File: config.mk
export PLATFORM = sky130hd
export DESIGN_NAME = blackjack_dealer_arb
export DESIGN_NICKNAME = d
export VERILOG_FILES = /design/src/rtl/blackjack_dealer_arb.sv
export SDC_FILE = /design/constraint.sdc
export NUM_CORES = 1
export LEC_CHECK = 0
export ABC_AREA = 1
export BUFFER_PORTS_ARGS = -buffer_cell sky130_fd_sc_hd__buf_2
export CORE_MARGIN = 5
export CORE_UTILIZATION = 50
export DETAILED_ROUTE_END_ITERATION = 8
export PLACE_DENSITY = 0.81
export SKIP_CTS_REPAIR_TIMING = 1
export SKIP_LAST_GASP = 1
export SYNTH_ARGS = -nofsm -noshare
export SYNTH_HDL_FRONTEND = slang
export SYNTH_SLANG_ARGS = --single-unit
File: constraint.sdc
create_clock -name clock -period 2.2 [get_ports clock]
set_input_delay 0.44 -clock clock [delete_from_list [all_inputs] [get_ports clock]]
set_output_delay 0.44 -clock clock [all_outputs]
set_load 0.03 [all_outputs]
File: src/rtl/blackjack_dealer_arb.sv
`timescale 1ns/1ps
// blackjack_dealer_arb: round-robin dealer sharing one deck among N player units.
// A grant pops one legal card from the deck and offers it to the winner on a held
// card_rdy. The dealer then waits for that player to drop its request (or finish)
// before it arbitrates again.
//
// Handshakes:
//   deck side   - deck_valid says deck_value is meaningful. deck_pop is a
//                 combinational strobe, high only in FETCH and only while
//                 deck_valid is high. A card is consumed on any clock edge where
//                 deck_pop=1. Illegal values (0, 11..15) are consumed and dropped.
//   player side - card_rdy[i] is high for HOLD_CYCLES cycles. card_value is valid
//                 whenever any card_rdy bit is high. The player acknowledges by
//                 lowering player_req[i] or raising player_done[i].
module blackjack_dealer_arb #(
  parameter  int N_PLAYERS   = 4,
  parameter  int HOLD_CYCLES = 2,
  parameter  int CNT_W       = 8,
  localparam int ID_W        = (N_PLAYERS > 1) ? $clog2(N_PLAYERS) : 1,
  localparam int HW          = (HOLD_CYCLES > 1) ? $clog2(HOLD_CYCLES) : 1
) (
  input  logic                 clock,
  input  logic                 reset,
  input  logic [N_PLAYERS-1:0] player_req,
  input  logic [N_PLAYERS-1:0] player_done,
  input  logic                 deck_valid,
  input  logic [3:0]           deck_value,
  output logic                 deck_pop,
  output logic [N_PLAYERS-1:0] card_rdy,
  output logic [3:0]           card_value,
  output logic [ID_W-1:0]      grant_id,
  output logic                 busy,
  output logic                 round_over,
  output logic [CNT_W-1:0]     cards_dealt,
  output logic [2:0]           dbg_state
);

  typedef enum logic [2:0] {
    S_IDLE    = 3'd0,
    S_FETCH   = 3'd1,
    S_DEAL    = 3'd2,
    S_RELEASE = 3'd3,
    S_DONE    = 3'd4
  } state_t;

  state_t                 state_q, state_d;
  logic [ID_W-1:0]        ptr_q, ptr_d;
  logic [ID_W-1:0]        grant_q, grant_d;
  logic [3:0]             card_q, card_d;
  logic [HW-1:0]          hold_q, hold_d;
  logic [CNT_W-1:0]       cnt_q, cnt_d;
  logic                   round_over_q;

  logic [N_PLAYERS-1:0]   elig;
  logic                   pick_found;
  logic [ID_W-1:0]        pick_idx;
  logic [ID_W:0]          scan_idx;
  logic                   card_legal;

  assign elig       = player_req & ~player_done;
  assign card_legal = (deck_value >= 4'd1) && (deck_value <= 4'd10);

  // Round-robin pick: first eligible player at or after the pointer, wrapping.
  always_comb begin
    pick_found = 1'b0;
    pick_idx   = '0;
    scan_idx   = '0;
    for (int i = 0; i < N_PLAYERS; i++) begin
      scan_idx = {1'b0, ptr_q} + (ID_W+1)'(i);
      if (scan_idx >= (ID_W+1)'(N_PLAYERS)) begin
        scan_idx = scan_idx - (ID_W+1)'(N_PLAYERS);
      end
      if (!pick_found && elig[scan_idx[ID_W-1:0]]) begin
        pick_found = 1'b1;
        pick_idx   = scan_idx[ID_W-1:0];
      end
    end
  end

  // Next-state logic for the deal sequence.
  always_comb begin
    state_d = state_q;
    ptr_d   = ptr_q;
    grant_d = grant_q;
    card_d  = card_q;
    hold_d  = hold_q;
    cnt_d   = cnt_q;
    case (state_q)
      S_IDLE: begin
        if (&player_done) begin
          state_d = S_DONE;
        end else if (pick_found) begin
          grant_d = pick_idx;
          state_d = S_FETCH;
        end
      end
      S_FETCH: begin
        // Illegal cards are popped and dropped; keep fetching until a legal one.
        if (deck_valid && card_legal) begin
          card_d  = deck_value;
          hold_d  = '0;
          state_d = S_DEAL;
        end
      end
      S_DEAL: begin
        if (hold_q == HW'(HOLD_CYCLES - 1)) begin
          if (cnt_q != {CNT_W{1'b1}}) begin
            cnt_d = cnt_q + CNT_W'(1);
          end
          ptr_d   = (grant_q == ID_W'(N_PLAYERS - 1)) ? '0 : grant_q + ID_W'(1);
          state_d = S_RELEASE;
        end else begin
          hold_d = hold_q + HW'(1);
        end
      end
      S_RELEASE: begin
        // Hold off re-arbitration until the served player lets go of its request.
        if (!player_req[grant_q] || player_done[grant_q]) begin
          state_d = S_IDLE;
        end
      end
      S_DONE:  state_d = S_DONE;
      default: state_d = S_IDLE;
    endcase
  end

  // State and datapath registers with synchronous reset.
  always_ff @(posedge clock) begin
    if (reset) begin
      state_q      <= S_IDLE;
      ptr_q        <= '0;
      grant_q      <= '0;
      card_q       <= '0;
      hold_q       <= '0;
      cnt_q        <= '0;
      round_over_q <= 1'b0;
    end else begin
      state_q      <= state_d;
      ptr_q        <= ptr_d;
      grant_q      <= grant_d;
      card_q       <= card_d;
      hold_q       <= hold_d;
      cnt_q        <= cnt_d;
      round_over_q <= &player_done;
    end
  end

  // Outputs decoded from the current state.
  always_comb begin
    card_rdy = '0;
    if (state_q == S_DEAL) begin
      card_rdy[grant_q] = 1'b1;
    end
    deck_pop   = (state_q == S_FETCH) && deck_valid;
    busy       = (state_q == S_FETCH) || (state_q == S_DEAL) || (state_q == S_RELEASE);
    round_over = (state_q == S_DONE) || ((state_q == S_IDLE) && round_over_q);
  end

  assign card_value  = card_q;
  assign grant_id    = grant_q;
  assign cards_dealt = cnt_q;
  assign dbg_state   = state_q;

endmodule

# --- Word level (Yosys, flattened, before mapping) ---
# Index checks and enable logic that the tools add are counted.
classes:
  eq_ne: 10
  magnitude_cmp: 12
  bitwise: 3
  reduce_logical: 25
  addsub: 10
  mux: 37
ops:
  columns: ["op", "n"]
  rows:
  - ["two-way mux 2 bit", 9]
  - ["less-than comparator 2 x 3 -> 1 bit, second input constant", 5]
  - ["two-way mux 3 bit", 5]
  - ["case mux 3 bit (5 select lines)", 1]
  - ["two-way mux 1 bit", 13]
  - ["binary-select mux 1 bit (select 2 bit)", 6]
  - ["greater-or-equal comparator 3 bit, second input constant", 3]
  - ["adder 8 x 1 -> 8 bit, second input constant", 1]
  - ["logical AND 1 bit", 8]
  - ["inequality test 8 bit, second input constant", 1]
  - ["AND reduction 4 bit", 2]
  - ["subtractor 2 x 1 -> 2 bit, second input constant", 4]
  - ["adder 2 x 2 -> 3 bit, second input constant", 2]
  - ["== test 3 x 2 -> 1 bit, second input constant", 2]
  - ["inequality test 2 bit, second input constant", 3]
  - ["AND reduction 2 bit", 3]
  - ["AND reduction 3 bit", 2]
  - ["AND 4 bit", 1]
  - ["greater-or-equal comparator 4 x 1 -> 1 bit, second input constant", 1]
  - ["<= comparator 4 bit, second input constant", 1]
  - ["logical NOT 1 bit", 4]
  - ["logical OR 1 bit", 4]
  - ["two-way mux 4 bit", 1]
  - ["inverter 4 bit", 1]
  - ["14 further kinds", 14]
word_totals:
  inputBits: 15
  word_cells: 104
  reg_bits: 21

# --- Depth between registers and ports, before layout ---
logic_depth:
  word_depth: 17
  ltp_mapped: 11
  depth_no_buf: 10

# --- Least setup slack after synthesis ---
# No wires, ideal clock.
synth_path:
  path_type: "register to output"
  start: "reg state_q[1], in the netlist dbg_state[1]"
  end: "out card_rdy[0]"
  path_stages_with_launch: 5
  path_slack_ns: 0.392
  arrival_ns: 1.368
  path_buffers: 0
  path_cell_list: "dfxtp_1 -> inv_1 -> nor3_4 -> inv_2 -> nor2_1"
synth_between:
  elab_chain_len: 2
synth_lines:
  columns: ["element", "line", "rtl"]
  rows:
  - ["start, declared", "46", "state_t state_q, state_d;"]
  - ["start signal, assigned", "138", "state_q <= state_d;"]
  - ["== test 3 x 2 -> 1 bit", "151", "if (state_q == S_DEAL) begin"]
  - ["two-way mux 4 bit", "151", null]
  - ["end, declared", "29", "output logic [N_PLAYERS-1:0] card_rdy,"]
# Every way passes these cells.

# --- Worst setup path after layout ---
# Same ends and word-level chain as after synthesis.

==> metrics.csv <==
metric;value;unit
worst_hold_path.num_cells;3;
antenna-diode-count;0;
floorplan.io_pins;39;
postLayoutCoreUtil;59.9;%
max_cap_violations;0;
floorplan.die_area;3980;um^2
arrival;1480;ps
yosys_warnings;0;
timing.reg2reg.worst_path_depth;7;
run_status;finished clean;
floorplan.initialDensity;51.5;%
final_cell_mix;46 x sky130_fd_sc_hd__nand2_1, 38 x sky130_fd_sc_hd__buf_2, 31 x sky130_fd_sc_hd__nor2_1;
grt_max_degree;15;
areaGrowthSynthToFinish;16.2;%
peakVddDrop;541;uV
grt_util_all_layers;17.0;%
finalSetupViolCount;0;
post_drt_wl_per_cell;11.4;um
first_pass_iters;4;
post_drt_via_cell_ratio;5.15;
syn-cell-area;1410;um^2
critPathCaptureType;output pin;
critical_path.startpoint_type;flop;
tns;0;ps
finalClockSkew;5.34;ps
h_tree_lvls;1;
power.static_leakage;0.845;nW
cp_cell_sequence;inv_1 > nor3_4 > inv_2 > nor2_1 > buf_2;
worst_setup_hold_path_clk_slew;120;ps
antenna_violating_nets_left;0;
placeable_area;2730;um^2
layout_min_cycle_time;1920;ps
synthArstFlopShare;0;%
place_congestion;0.966;
post_route_cells_drive_above_1_share;24.1;%
detailedRoute.firstIterationViolations;135;
fmax;520;MHz
syn-num-nets;235;
mostFrequentLayoutCell;sky130_fd_sc_hd__nand2_1;
worst_path_max_delay_cell;sky130_fd_sc_hd__dfxtp_1;
ys_ff_latch;21;
worst-setup-path-type;flop to output pin;
ratio_of_total_power_to_cell_area;845;nW/um^2
n_fill_cell;257;
dieHeight;63.1;um
number_of_antenna_violations_at_the_first_check_in_global_routing;0;
period_share;87.5;%
grt_pass1_wl;5710;um
multi_input_area;822;um^2
ys_dominant_reg_cell;sky130_fd_sc_hd__dfxtp_1;
clk_latency;290;ps
worst_ep_required_time;1760;ps
cts_tree;done;
cp_slowest_stage_delay;410;ps
syn_avg_cell_area;6.55;um^2
final-seq-area;420;um^2
synth-seq-area-share;29.8;%
synth.distinct_cells;31;
clock_sink_total;21;
die_span_in_x;63.1;um
num-nets-final;274;
drt_drc_violations_left;0;
hp-class;input port to flop;
slew_violations;0;
hpwl_reported_at_the_end_of_detailed_placement;2590;um
cts_buffer_depth;2;
numCtsBuffers;3;
cp_max_fo;7;
globalRouteOverflowTotal;0;
tightest_slew;379;ps
netlist_instances;215;
worst_slew_margin_rel;74.7;%
floorplan.rows;19;
io_buffer_count;38;
finalWirelength;3230;um
synth-edff-count;0;
rsz0062_at_grt;no;
vias;1462;
clock_tree.root_cell;sky130_fd_sc_hd__clkbuf_4;
via_count_of_the_first_global_routing_pass;1368;
timing.final.hold_violations;0;
==> per-stage QoR <==
stage,instance area [um^2],hold WS [ps],power [W],cells,setup WS [ps]
CTS,1640,393,0.00139,284,292
floorplan,1410,440,0.00104,215,392
detailed placement,1610,458,0.00121,280,637
global placement,1610,447,0.00120,280,647
global route,1640,402,0.00150,284,107
finish,1640,392,0.00138,284,275
==> synth_stat cells, types with 3 or more instances <==
library cell / n / area share, %
sky130_fd_sc_hd__nand2_2: 3 / 1.3
sky130_fd_sc_hd__inv_1: 29 / 7.7
sky130_fd_sc_hd__a21oi_1: 14 / 5.0
sky130_fd_sc_hd__o21ai_0: 7 / 2.5
sky130_fd_sc_hd__ha_1: 5 / 4.4
sky130_fd_sc_hd__nand2_1: 46 / 12
sky130_fd_sc_hd__o21ai_1: 4 / 1.4
sky130_fd_sc_hd__inv_2: 3 / 0.80
sky130_fd_sc_hd__nand4_1: 5 / 2.2
sky130_fd_sc_hd__nor2_1: 31 / 8.3
sky130_fd_sc_hd__dfxtp_1: 21 / 30
sky130_fd_sc_hd__nand3_1: 21 / 7.5
==> cell families after synthesis <==
group / synth area share [%]
buffers and inverters: 11.8
AND/OR/NAND/NOR: 42.4
flip-flops: 29.8
adder cells (fa/ha/maj): 4.44
XOR/XNOR: 0.622
AO/OA/AOI/OAI: 10.9
==> where the power goes <==
part	leakage [nW]	switching, W	total [W]	internal, W
Clock	0.0177	0.000116	0.000184	0.0000676
Sequential	0.171	0.0000596	0.000493	0.000434
Combinational	0.656	0.000491	0.000705	0.000214
==> state kept, by name (all words and copies together) (netlist names) <==
name          cells
card_value        4
cards_dealt       8
dbg_state         3
grant_id          2
hold_q            1
ptr_q             2
round_over_q      1
==> worst max-delay path, delay by kind of cell (launching register included) <==
kind / cells / cell delay, ps
AND/OR/NAND/NOR: 2 / 320
flip-flops: 1 / 410
buffers and inverters: 3 / 460
==> worst paths after layout <==
kind	end	slack, ps	startpoint
max	card_rdy[0]	280	dbg_state[1]
min	card_value[3]	390	deck_value[3]
max reg2reg	dbg_state[1]	670	ptr_q[0]
min reg2reg	hold_q	480	hold_q
==> metal layers <==
metal	track usage (%)	wire length, um	up-vias
met5	0	0	-
met2	28.7	1550	50
met4	6.63	67	0
met3	3.20	234	6
met1	21.1	1370	630
li1	-	-	776
==> area by class of cell <==
cell class                 instances  area share [%]
multi-input combinational        156            50.2
clock inverter                     1           0.306
inverter                          34            8.41
tap                               31            2.37
sequential                        21            25.7
timing repair buffer              38            11.6
clock buffer                       3            1.38
Note: power is estimated with default switching activity, not from simulation.
